## config.mk

```make
export PLATFORM = sky130hd
export DESIGN_NAME = reg_ctrl_sequencer
export DESIGN_NICKNAME = d
export VERILOG_FILES = /design/src/rtl/reg_ctrl_sequencer_pkg.sv /design/src/rtl/reg_ctrl_sequencer_decode.sv /design/src/rtl/reg_ctrl_sequencer.sv
export SDC_FILE = /design/constraint.sdc
export NUM_CORES = 1
export LEC_CHECK = 0
export ABC_CLOCK_PERIOD_IN_PS = 3000
export CORE_ASPECT_RATIO = 2
export CORE_MARGIN = 2
export CORE_UTILIZATION = 23
export DETAILED_ROUTE_END_ITERATION = 16
export GPL_TIMING_DRIVEN = 0
export MAX_ROUTING_LAYER = met4
export SYNTH_ARGS = -nofsm -noshare
export SYNTH_HDL_FRONTEND = slang
export SYNTH_SLANG_ARGS = --single-unit
```

## constraint.sdc

```tcl
create_clock -name Clk -period 3 [get_ports Clk]
set_clock_uncertainty 0.05 [all_clocks]
set_input_delay 0.9 -clock Clk [delete_from_list [all_inputs] [get_ports Clk]]
set_output_delay 0.9 -clock Clk [all_outputs]
set_load 0.01 [all_outputs]
```

## src/rtl/reg_ctrl_sequencer_pkg.sv

```systemverilog
// Shared constants for the register-file control sequencer: field positions,
// opcodes, FSM states and the opcode classifier.
package reg_ctrl_sequencer_pkg;

    localparam int DEF_DATA_WIDTH  = 8;
    localparam int DEF_ADDR_WIDTH  = 3;
    localparam int DEF_INSTR_WIDTH = 16;
    localparam int DEF_PC_WIDTH    = 8;

    localparam int OPC_MSB = 15;
    localparam int OPC_LSB = 12;
    localparam int RD_MSB  = 11;
    localparam int RD_LSB  = 9;
    localparam int RS1_MSB = 8;
    localparam int RS1_LSB = 6;
    localparam int RS2_MSB = 5;
    localparam int RS2_LSB = 3;
    localparam int IMM_MSB = 7;
    localparam int IMM_LSB = 0;

    localparam logic [3:0] OP_NOP  = 4'h0;
    localparam logic [3:0] OP_ADD  = 4'h1;
    localparam logic [3:0] OP_SUB  = 4'h2;
    localparam logic [3:0] OP_AND  = 4'h3;
    localparam logic [3:0] OP_OR   = 4'h4;
    localparam logic [3:0] OP_XOR  = 4'h5;
    localparam logic [3:0] OP_MOV  = 4'h6;
    localparam logic [3:0] OP_LDI  = 4'h7;
    localparam logic [3:0] OP_JMP  = 4'h8;
    localparam logic [3:0] OP_BZ   = 4'h9;
    localparam logic [3:0] OP_HALT = 4'hF;

    typedef enum logic [2:0] {
        ST_FETCH  = 3'd0,
        ST_DECODE = 3'd1,
        ST_EXEC   = 3'd2,
        ST_WB     = 3'd3,
        ST_HALT   = 3'd4
    } state_t;

    typedef enum logic [2:0] {
        CLS_NOP     = 3'd0,
        CLS_ALU     = 3'd1,
        CLS_LDI     = 3'd2,
        CLS_JMP     = 3'd3,
        CLS_BZ      = 3'd4,
        CLS_HALT    = 3'd5,
        CLS_ILLEGAL = 3'd6
    } op_class_t;

    function automatic op_class_t classify(input logic [3:0] opc);
        op_class_t cls;
        case (opc)
            OP_NOP:                                        cls = CLS_NOP;
            OP_ADD, OP_SUB, OP_AND, OP_OR, OP_XOR, OP_MOV: cls = CLS_ALU;
            OP_LDI:                                        cls = CLS_LDI;
            OP_JMP:                                        cls = CLS_JMP;
            OP_BZ:                                         cls = CLS_BZ;
            OP_HALT:                                       cls = CLS_HALT;
            default:                                       cls = CLS_ILLEGAL;
        endcase
        return cls;
    endfunction

endpackage

```

## src/rtl/reg_ctrl_sequencer_decode.sv

```systemverilog
// Combinational instruction field decoder: splits an instruction word into
// its opcode class and register/immediate fields.
module ctrl_field_decode
    import reg_ctrl_sequencer_pkg::*;
(
    input  logic [DEF_INSTR_WIDTH-1:0] ir,
    output op_class_t                  op_class,
    output logic [3:0]                 opcode,
    output logic [DEF_ADDR_WIDTH-1:0]  rd,
    output logic [DEF_ADDR_WIDTH-1:0]  rs1,
    output logic [DEF_ADDR_WIDTH-1:0]  rs2,
    output logic [DEF_DATA_WIDTH-1:0]  imm8,
    output logic                       illegal
);

    assign opcode   = ir[OPC_MSB:OPC_LSB];
    assign rd       = ir[RD_MSB:RD_LSB];
    assign rs1      = ir[RS1_MSB:RS1_LSB];
    assign rs2      = ir[RS2_MSB:RS2_LSB];
    assign imm8     = ir[IMM_MSB:IMM_LSB];
    assign op_class = classify(opcode);
    assign illegal  = (op_class == CLS_ILLEGAL);

endmodule

```

## src/rtl/reg_ctrl_sequencer.sv

```systemverilog
// Multi-cycle fetch/decode/exec/writeback sequencer driving an 8-entry
// register file with one-cycle registered read latency.
module reg_ctrl_sequencer
    import reg_ctrl_sequencer_pkg::*;
#(
    parameter int DATA_WIDTH  = DEF_DATA_WIDTH,
    parameter int ADDR_WIDTH  = DEF_ADDR_WIDTH,
    parameter int INSTR_WIDTH = DEF_INSTR_WIDTH,
    parameter int PC_WIDTH    = DEF_PC_WIDTH
)
(
    input  logic                   Clk,
    input  logic                   Reset,
    output logic                   Fetch_Req,
    input  logic                   Instr_Valid,
    input  logic [INSTR_WIDTH-1:0] Instr_In,
    output logic [PC_WIDTH-1:0]    PC,
    output logic [ADDR_WIDTH-1:0]  Source_Reg1,
    output logic [ADDR_WIDTH-1:0]  Source_Reg2,
    output logic [ADDR_WIDTH-1:0]  Dest_Reg,
    output logic                   Reg_Load,
    output logic [3:0]             ALU_Op,
    input  logic                   ALU_Zero,
    output logic                   Imm_Sel,
    output logic [DATA_WIDTH-1:0]  Imm_Out,
    output logic                   Halted,
    output logic                   Illegal_Op
);

    state_t                 state_q, state_d;
    logic [PC_WIDTH-1:0]    pc_q, pc_d;
    logic [INSTR_WIDTH-1:0] ir_q, ir_d;
    logic                   z_q, z_d;
    logic                   fetch_req_q, fetch_req_d;
    logic [ADDR_WIDTH-1:0]  src1_q, src1_d;
    logic [ADDR_WIDTH-1:0]  src2_q, src2_d;
    logic [ADDR_WIDTH-1:0]  dest_q, dest_d;
    logic                   reg_load_q, reg_load_d;
    logic [3:0]             alu_op_q, alu_op_d;
    logic                   imm_sel_q, imm_sel_d;
    logic [DATA_WIDTH-1:0]  imm_out_q, imm_out_d;
    logic                   halted_q, halted_d;
    logic                   illegal_q, illegal_d;

    logic                   accept;
    op_class_t              dec_class;
    logic [3:0]             dec_opcode;
    logic [ADDR_WIDTH-1:0]  dec_rd, dec_rs1, dec_rs2;
    logic [DATA_WIDTH-1:0]  dec_imm;
    logic                   dec_illegal;

    // A word is only taken while the request is actually being presented.
    assign accept = (state_q == ST_FETCH) && fetch_req_q && Instr_Valid;

    always_comb begin
        ir_d = ir_q;
        if (accept) begin
            ir_d = Instr_In;
        end
    end

    // Decoding the next IR lets outputs settle in the same cycle the state is entered.
    ctrl_field_decode u_decode (
        .ir       (ir_d),
        .op_class (dec_class),
        .opcode   (dec_opcode),
        .rd       (dec_rd),
        .rs1      (dec_rs1),
        .rs2      (dec_rs2),
        .imm8     (dec_imm),
        .illegal  (dec_illegal)
    );

    always_comb begin
        state_d = state_q;
        pc_d    = pc_q;
        z_d     = z_q;
        case (state_q)
            ST_FETCH: begin
                if (accept) begin
                    pc_d    = pc_q + PC_WIDTH'(1);
                    state_d = ST_DECODE;
                end
            end
            ST_DECODE: begin
                case (dec_class)
                    CLS_ALU:  state_d = ST_EXEC;
                    CLS_LDI:  state_d = ST_WB;
                    CLS_JMP: begin
                        pc_d    = dec_imm;
                        state_d = ST_FETCH;
                    end
                    CLS_BZ: begin
                        if (z_q) begin
                            pc_d = dec_imm;
                        end
                        state_d = ST_FETCH;
                    end
                    CLS_HALT: state_d = ST_HALT;
                    default:  state_d = ST_FETCH;
                endcase
            end
            ST_EXEC: begin
                z_d     = ALU_Zero;
                state_d = ST_WB;
            end
            ST_WB:   state_d = ST_FETCH;
            ST_HALT: state_d = ST_HALT;
            default: state_d = ST_FETCH;
        endcase

        fetch_req_d = (state_d == ST_FETCH);
        src1_d      = dec_rs1;
        src2_d      = dec_rs2;
        dest_d      = (state_d == ST_WB) ? dec_rd : '0;
        reg_load_d  = (state_d == ST_WB);
        alu_op_d    = (state_d == ST_EXEC) ? dec_opcode : 4'h0;
        imm_sel_d   = (state_d == ST_WB) && (dec_class == CLS_LDI);
        imm_out_d   = dec_imm;
        halted_d    = (state_d == ST_HALT);
        illegal_d   = (state_d == ST_DECODE) && dec_illegal;
    end

    always_ff @(posedge Clk) begin
        if (Reset) begin
            state_q     <= ST_FETCH;
            pc_q        <= '0;
            ir_q        <= '0;
            z_q         <= 1'b0;
            fetch_req_q <= 1'b0;
            src1_q      <= '0;
            src2_q      <= '0;
            dest_q      <= '0;
            reg_load_q  <= 1'b0;
            alu_op_q    <= 4'h0;
            imm_sel_q   <= 1'b0;
            imm_out_q   <= '0;
            halted_q    <= 1'b0;
            illegal_q   <= 1'b0;
        end else begin
            state_q     <= state_d;
            pc_q        <= pc_d;
            ir_q        <= ir_d;
            z_q         <= z_d;
            fetch_req_q <= fetch_req_d;
            src1_q      <= src1_d;
            src2_q      <= src2_d;
            dest_q      <= dest_d;
            reg_load_q  <= reg_load_d;
            alu_op_q    <= alu_op_d;
            imm_sel_q   <= imm_sel_d;
            imm_out_q   <= imm_out_d;
            halted_q    <= halted_d;
            illegal_q   <= illegal_d;
        end
    end

    assign Fetch_Req   = fetch_req_q;
    assign PC          = pc_q;
    assign Source_Reg1 = src1_q;
    assign Source_Reg2 = src2_q;
    assign Dest_Reg    = dest_q;
    assign Reg_Load    = reg_load_q;
    assign ALU_Op      = alu_op_q;
    assign Imm_Sel     = imm_sel_q;
    assign Imm_Out     = imm_out_q;
    assign Halted      = halted_q;
    assign Illegal_Op  = illegal_q;

endmodule
```

==> run metrics <==
Post-DP Area 2450 um2; WHS 0.405 ns; vias in the first global route 1652; cts-stage hold buffer count 0; Setup-failing EPs final 0; CP arrival a little under 3 ns; GPL Wtd Cong between 0.8 and 0.9; Multi-input gate area 850 um2; Worst-path clk slew approximately 0.06 ns; outcome finished clean; Hold Fails Final Rpt 0; max_slew headroom a little under three fifths; Worst setup EP type register; Core ar. 7600 um2; IO Pins 54; R2R Setup Slk roughly 0.65 ns; Final Net Count 295; die area 8640 um2; Power Density around 500 nW/um2; Mapped Avg Cell Area ~8.4 um2; TritonCTS Buffers 5; crit-path max FO 3; Storage cell area 801 um2; Util after Layout between 30% and 40%; total number of vias ~1700; post-layout min period 2.78 ns; RSZ-0062 raised after global routing no; crit start category primary input; Post-CTS Setup Bufs 0; Cell Area, Synth between 1500 and 2000 um2; Cells after Synth 215; ys async rst share 0%; reg-to-reg endpoint PC[7]; WL final about 5.0 mm; grt total ovfl 0; average wire per cell in the routed design roughly 14 um; CTS Sinks 40; met1 Use GR 11.7%; Overall Global Routing Usage between 10% and 20%; die height between 100 and 150 um; CTS root buffer clkbuf_16; final instance area approximately 2600 um2; DR iter-0 viols 37; max_cap viols 0; M2 GR Usage a little under a quarter; first-pass GRT wire length between 7 and 8 mm; Inserted Diodes 0; Post-Syn Nets 236; final slew viol count 0; Tot Pwr around 1.3 mW; Post-synth EDFFs 0; vias per cell 4.54; met3 usage roughly 2.8%; IO buf count between 50 and 60; hold path start ir_q[8]; R2R Path Start state_q[0]; GRT Max-Usage Layer met2; CTS tree done; Crit path required time ~3.2 ns; fmax 360 MHz; largest net degree at the start of global routing 12; worst-skew pair later-pin latency approximately 0.28 ns; #FFs+latches synth 40; fraction of layout cells with a size suffix above 1 10.9%; row cnt 45; Die W 66.7 um; leakage about 0.99 nW; Cell variety after synth 42; antenna violations before repair 0; FILL cells 810; Layout area overhead 43.7%; final worst slack ~0.22 ns; hold path depth 2; worst reg2reg path depth 6; clk buf depth 2; Setup WS pre-CTS -0.105 ns; Peak VDD IR 0.286 mV; CP Class primary input to register; Pre-antenna DRT Iters 3; Final period util roughly 93%; Hold WC Path Type register to register; post-synthesis sequential area ratio between 40% and 50%; post-cts gate resize count 0; Initial Util about a quarter; Antenna Nets Post-Route 0; Final HPWL DP about 3.8 mm; Primary FF master, synth dfxtp_1; Worst Tran Pin Value 0.662 ns; Hold Crit Endpoint ir_q[8]; Residual DRC 0; synth warn 0; H-Tree Depth 2
==> worst max-delay path: stages <==
cell and delay (ns):
clkdlybuf4s50_1 0.48, nand2_1 0.11, or4_4 0.45, mux2_4 0.32, or4_1 0.52, a21oi_1 0.16
==> layout by cell type (no fill, tap or decap), drive strengths merged, types with 4 or more instances in the layout <==
cell / n
clkdlybuf4s50: 52
clkbuf: 14
dfxtp: 40
mux2i: 11
o21ai: 4
nand2: 31
nor2: 29
buf: 18
nor3: 9
nand2b: 4
a21oi: 20
nand3: 6
==> report_power, final <==
part | internal [mW] | leakage [nW] | switching [mW]
combinational | 0.0939 | 0.589 | 0.0874
sequential | 0.551 | 0.325 | 0.0161
clock | 0.349 | 0.0760 | 0.205
==> per-layer routing <==
layer	part of all wire (%)	vias up
met3	3.7	10
met2	56	39
met5	0	-
li1	-	838
met1	37	784
met4	3.4	0
==> cell type report <==
type / count / share of cell area, %
multi-input combinational: 148 / 32.7
sequential: 40 / 30.8
timing repair buffer: 52 / 20.0
clock buffer: 7 / 5.87
buffer: 25 / 5.87
tap: 94 / 4.52
inverter: 2 / 0.289
==> cells by family (layout without fill, tap and decap cells) <==
| family | count (synthesis) | count (layout) | synth area share (%) |
|---|---|---|---|
| adder cells (fa/ha/maj) | 1 | 1 | 0.691 |
| flip-flops | 40 | 40 | 44.2 |
| buffers and inverters | 27 | 86 | 8.85 |
| multiplexers | 12 | 12 | 6.91 |
| AND/OR/NAND/NOR | 98 | 98 | 27.0 |
| other | 1 | 1 | 0.207 |
| AO/OA/AOI/OAI | 36 | 36 | 12.1 |
==> registers in the layout, indices dropped and copies added (netlist names) <==
signal	count
Reg_Load	1
Fetch_Req	1
ALU_Op	4
Imm_Sel	1
state_q	3
Dest_Reg	3
z_q	1
PC	8
ir_q	16
Illegal_Op	1
Halted	1
==> per-stage QoR <==
step           setup TNS (ns)  instances
2_1_floorplan               0        215
3_3_place_gp           -0.501        361
3_5_place_dp           -0.577        361
4_1_cts                     0        368
5_1_grt                     0        368
6_report                    0        368
==> worst max-delay path by stage <==
| stage | from | endpoint | slack, ns | cells after the start |
|---|---|---|---|---|
| 4_1_cts | Instr_Valid | Halted | 0.19 | 6 |
| 2_1_floorplan | Instr_Valid | Halted | 0.56 | 5 |
| 3_3_place_gp | Instr_Valid | Halted | -0.09 | 6 |
| 6_report | Instr_Valid | Halted | 0.22 | 6 |
| 5_1_grt | Instr_Valid | ALU_Op[1] | 0.09 | 7 |
| 3_5_place_dp | Instr_Valid | Halted | -0.10 | 6 |
==> synthesized netlist by cell type, drive strengths merged (2+ instances only) <==
cell type,n,area share (%)
a21oi,20,5.5
and2,3,1.0
buf,18,7.0
clkbuf,7,1.5
dfxtp,40,44
inv,2,0.41
mux2i,11,6.1
nand2,31,6.4
nand2b,4,1.4
nand3,6,1.7
nor2,29,6.0
nor3,9,2.5
nor3b,2,1.1
nor4,3,1.9
o211ai,2,0.83
o21ai,4,1.1
or3,3,1.0
or4,2,1.0
(Power assumes the default switching activity.)
==> edit, RTL diff (config.mk and constraints unchanged) <==
Encoding of `state_t`: now one-hot (5 bits for 5 states).
--- a/src/rtl/reg_ctrl_sequencer_pkg.sv
+++ b/src/rtl/reg_ctrl_sequencer_pkg.sv
@@ -30,12 +30,12 @@
     localparam logic [3:0] OP_BZ   = 4'h9;
     localparam logic [3:0] OP_HALT = 4'hF;
 
-    typedef enum logic [2:0] {
-        ST_FETCH  = 3'd0,
-        ST_DECODE = 3'd1,
-        ST_EXEC   = 3'd2,
-        ST_WB     = 3'd3,
-        ST_HALT   = 3'd4
+    typedef enum logic [4:0] {
+        ST_FETCH  = 5'b00001,
+        ST_DECODE = 5'b00010,
+        ST_EXEC   = 5'b00100,
+        ST_WB     = 5'b01000,
+        ST_HALT   = 5'b10000
     } state_t;
 
     typedef enum logic [2:0] {
Check against the original RTL: no difference found for any inputs over 10 cycles, from zero or initial values and one cycle with Reset high; not proved beyond that.
==> edit against the original RTL <==
Sequential power grew 6.5%. Total power grew 6.8%. Sequential share of layout area shrank 2.3 points. Final area is 13% higher. Area after synthesis up 20%. Combinational power increased by 44%. Wire length increased by 41%. Register-to-register slack improved by 0.25 ns. Sequential cell count is 2 higher. Core utilization is 2.4 points lower. Setup slack better by 0.12 ns. Critical path type unchanged.
==> edit: results <==
metrics = {
    "run_status": {
        "status": "finished clean",
    },
    "global_routing": {
        "number_of_global_route_vias_before_repair": 2152,
        "grtUsageMet3_pct": 2.14,
        "use_met2_pct": 26.5,
    },
    "timing": {
        "worst-slew-pin-transition_ns": 0.725,
        "period_needed_ns": 2.66,
    },
    "routing": {
        "detailed_route_iter0_violations": 87,
        "post_drt_wl_per_cell_um": 16.9,
        "first_pass_iters": 4,
        "wl_met3_um": 262,
    },
    "finish": {
        "fill_cells": 1005,
        "drive_above_1_share_pct": 13.9,
        "flow.area_growth_from_synthesis_pct": 36.2,
    },
    "logic_synthesis": {
        "post_synthesis_net_count": 272,
        "ys_top_cells_by_area": "sky130_fd_sc_hd__dfxtp_1, sky130_fd_sc_hd__nand2_1, sky130_fd_sc_hd__buf_4",
        "synthesis.area_per_instance_um2": 8.63,
        "synth_compound_gate_area_share_pct": 22.3,
        "synth_cell_type_count": 59,
    },
    "setup_path": {
        "crit_slowest_cell": "sky130_fd_sc_hd__clkbuf_1",
        "critPathCapture": "Dest_Reg[0]$_SDFF_PP0_",
        "crit_path_max_fanout": 10,
    },
    "power": {
        "switching_power_uw": 382,
        "leakage_power_summed_over_all_cells_nw": 1.01,
        "power.clock.fraction_pct": 37.8,
    },
    "placement": {
        "preCtsSetupSlack_ns": 0.0397,
        "post-dp-hpwl_um": 5350,
    },
}
## edit: cell count changes in the layout (fill, tap and decap cells not counted), moves of 6 or more
| cell | unedited run | this run |
|---|---|---|
| sky130_fd_sc_hd__nand2_1 | 31 | 37 |
| sky130_fd_sc_hd__nor2_1 | 29 | 12 |
| sky130_fd_sc_hd__mux2i_1 | 11 | 2 |
| sky130_fd_sc_hd__a221oi_1 | 0 | 6 |
| sky130_fd_sc_hd__and3_1 | 0 | 8 |
## edit: worst min path at each step
stage / slack, ns / to / start
floorplan: 0.39 / ir_q[8]$_SDFFE_PP0N_ / ir_q[8]$_SDFFE_PP0N_
global placement: 0.40 / ir_q[10]$_SDFF_PP0_ / ir_q[10]$_SDFF_PP0_
detailed placement: 0.41 / ir_q[8]$_SDFFE_PP0N_ / ir_q[8]$_SDFFE_PP0N_
CTS: 0.42 / ir_q[8]$_SDFFE_PP0N_ / ir_q[8]$_SDFFE_PP0N_
global route: 0.45 / ir_q[11]$_SDFF_PP0_ / ir_q[11]$_SDFF_PP0_
finish: 0.42 / ir_q[8]$_SDFFE_PP0N_ / ir_q[8]$_SDFFE_PP0N_
## edit: worst register-to-register path: stages, from the launching register on
cell,delay (ns)
sky130_fd_sc_hd__dfxtp_1,0.30
sky130_fd_sc_hd__buf_6,0.13
sky130_fd_sc_hd__nor3_2,0.30
sky130_fd_sc_hd__clkbuf_1,0.44
sky130_fd_sc_hd__nand3b_1,0.37
sky130_fd_sc_hd__a221oi_1,0.39
## edit: cell type report
| class | count | share of cell area [%] |
|---|---|---|
| well taps | 104 | 4.41 |
| flip-flops and latches | 42 | 28.5 |
| inverters | 7 | 0.891 |
| multi-input cells | 172 | 37.5 |
| clock buffers | 7 | 4.50 |
| plain buffers | 30 | 6.49 |
| repair buffers | 52 | 17.6 |
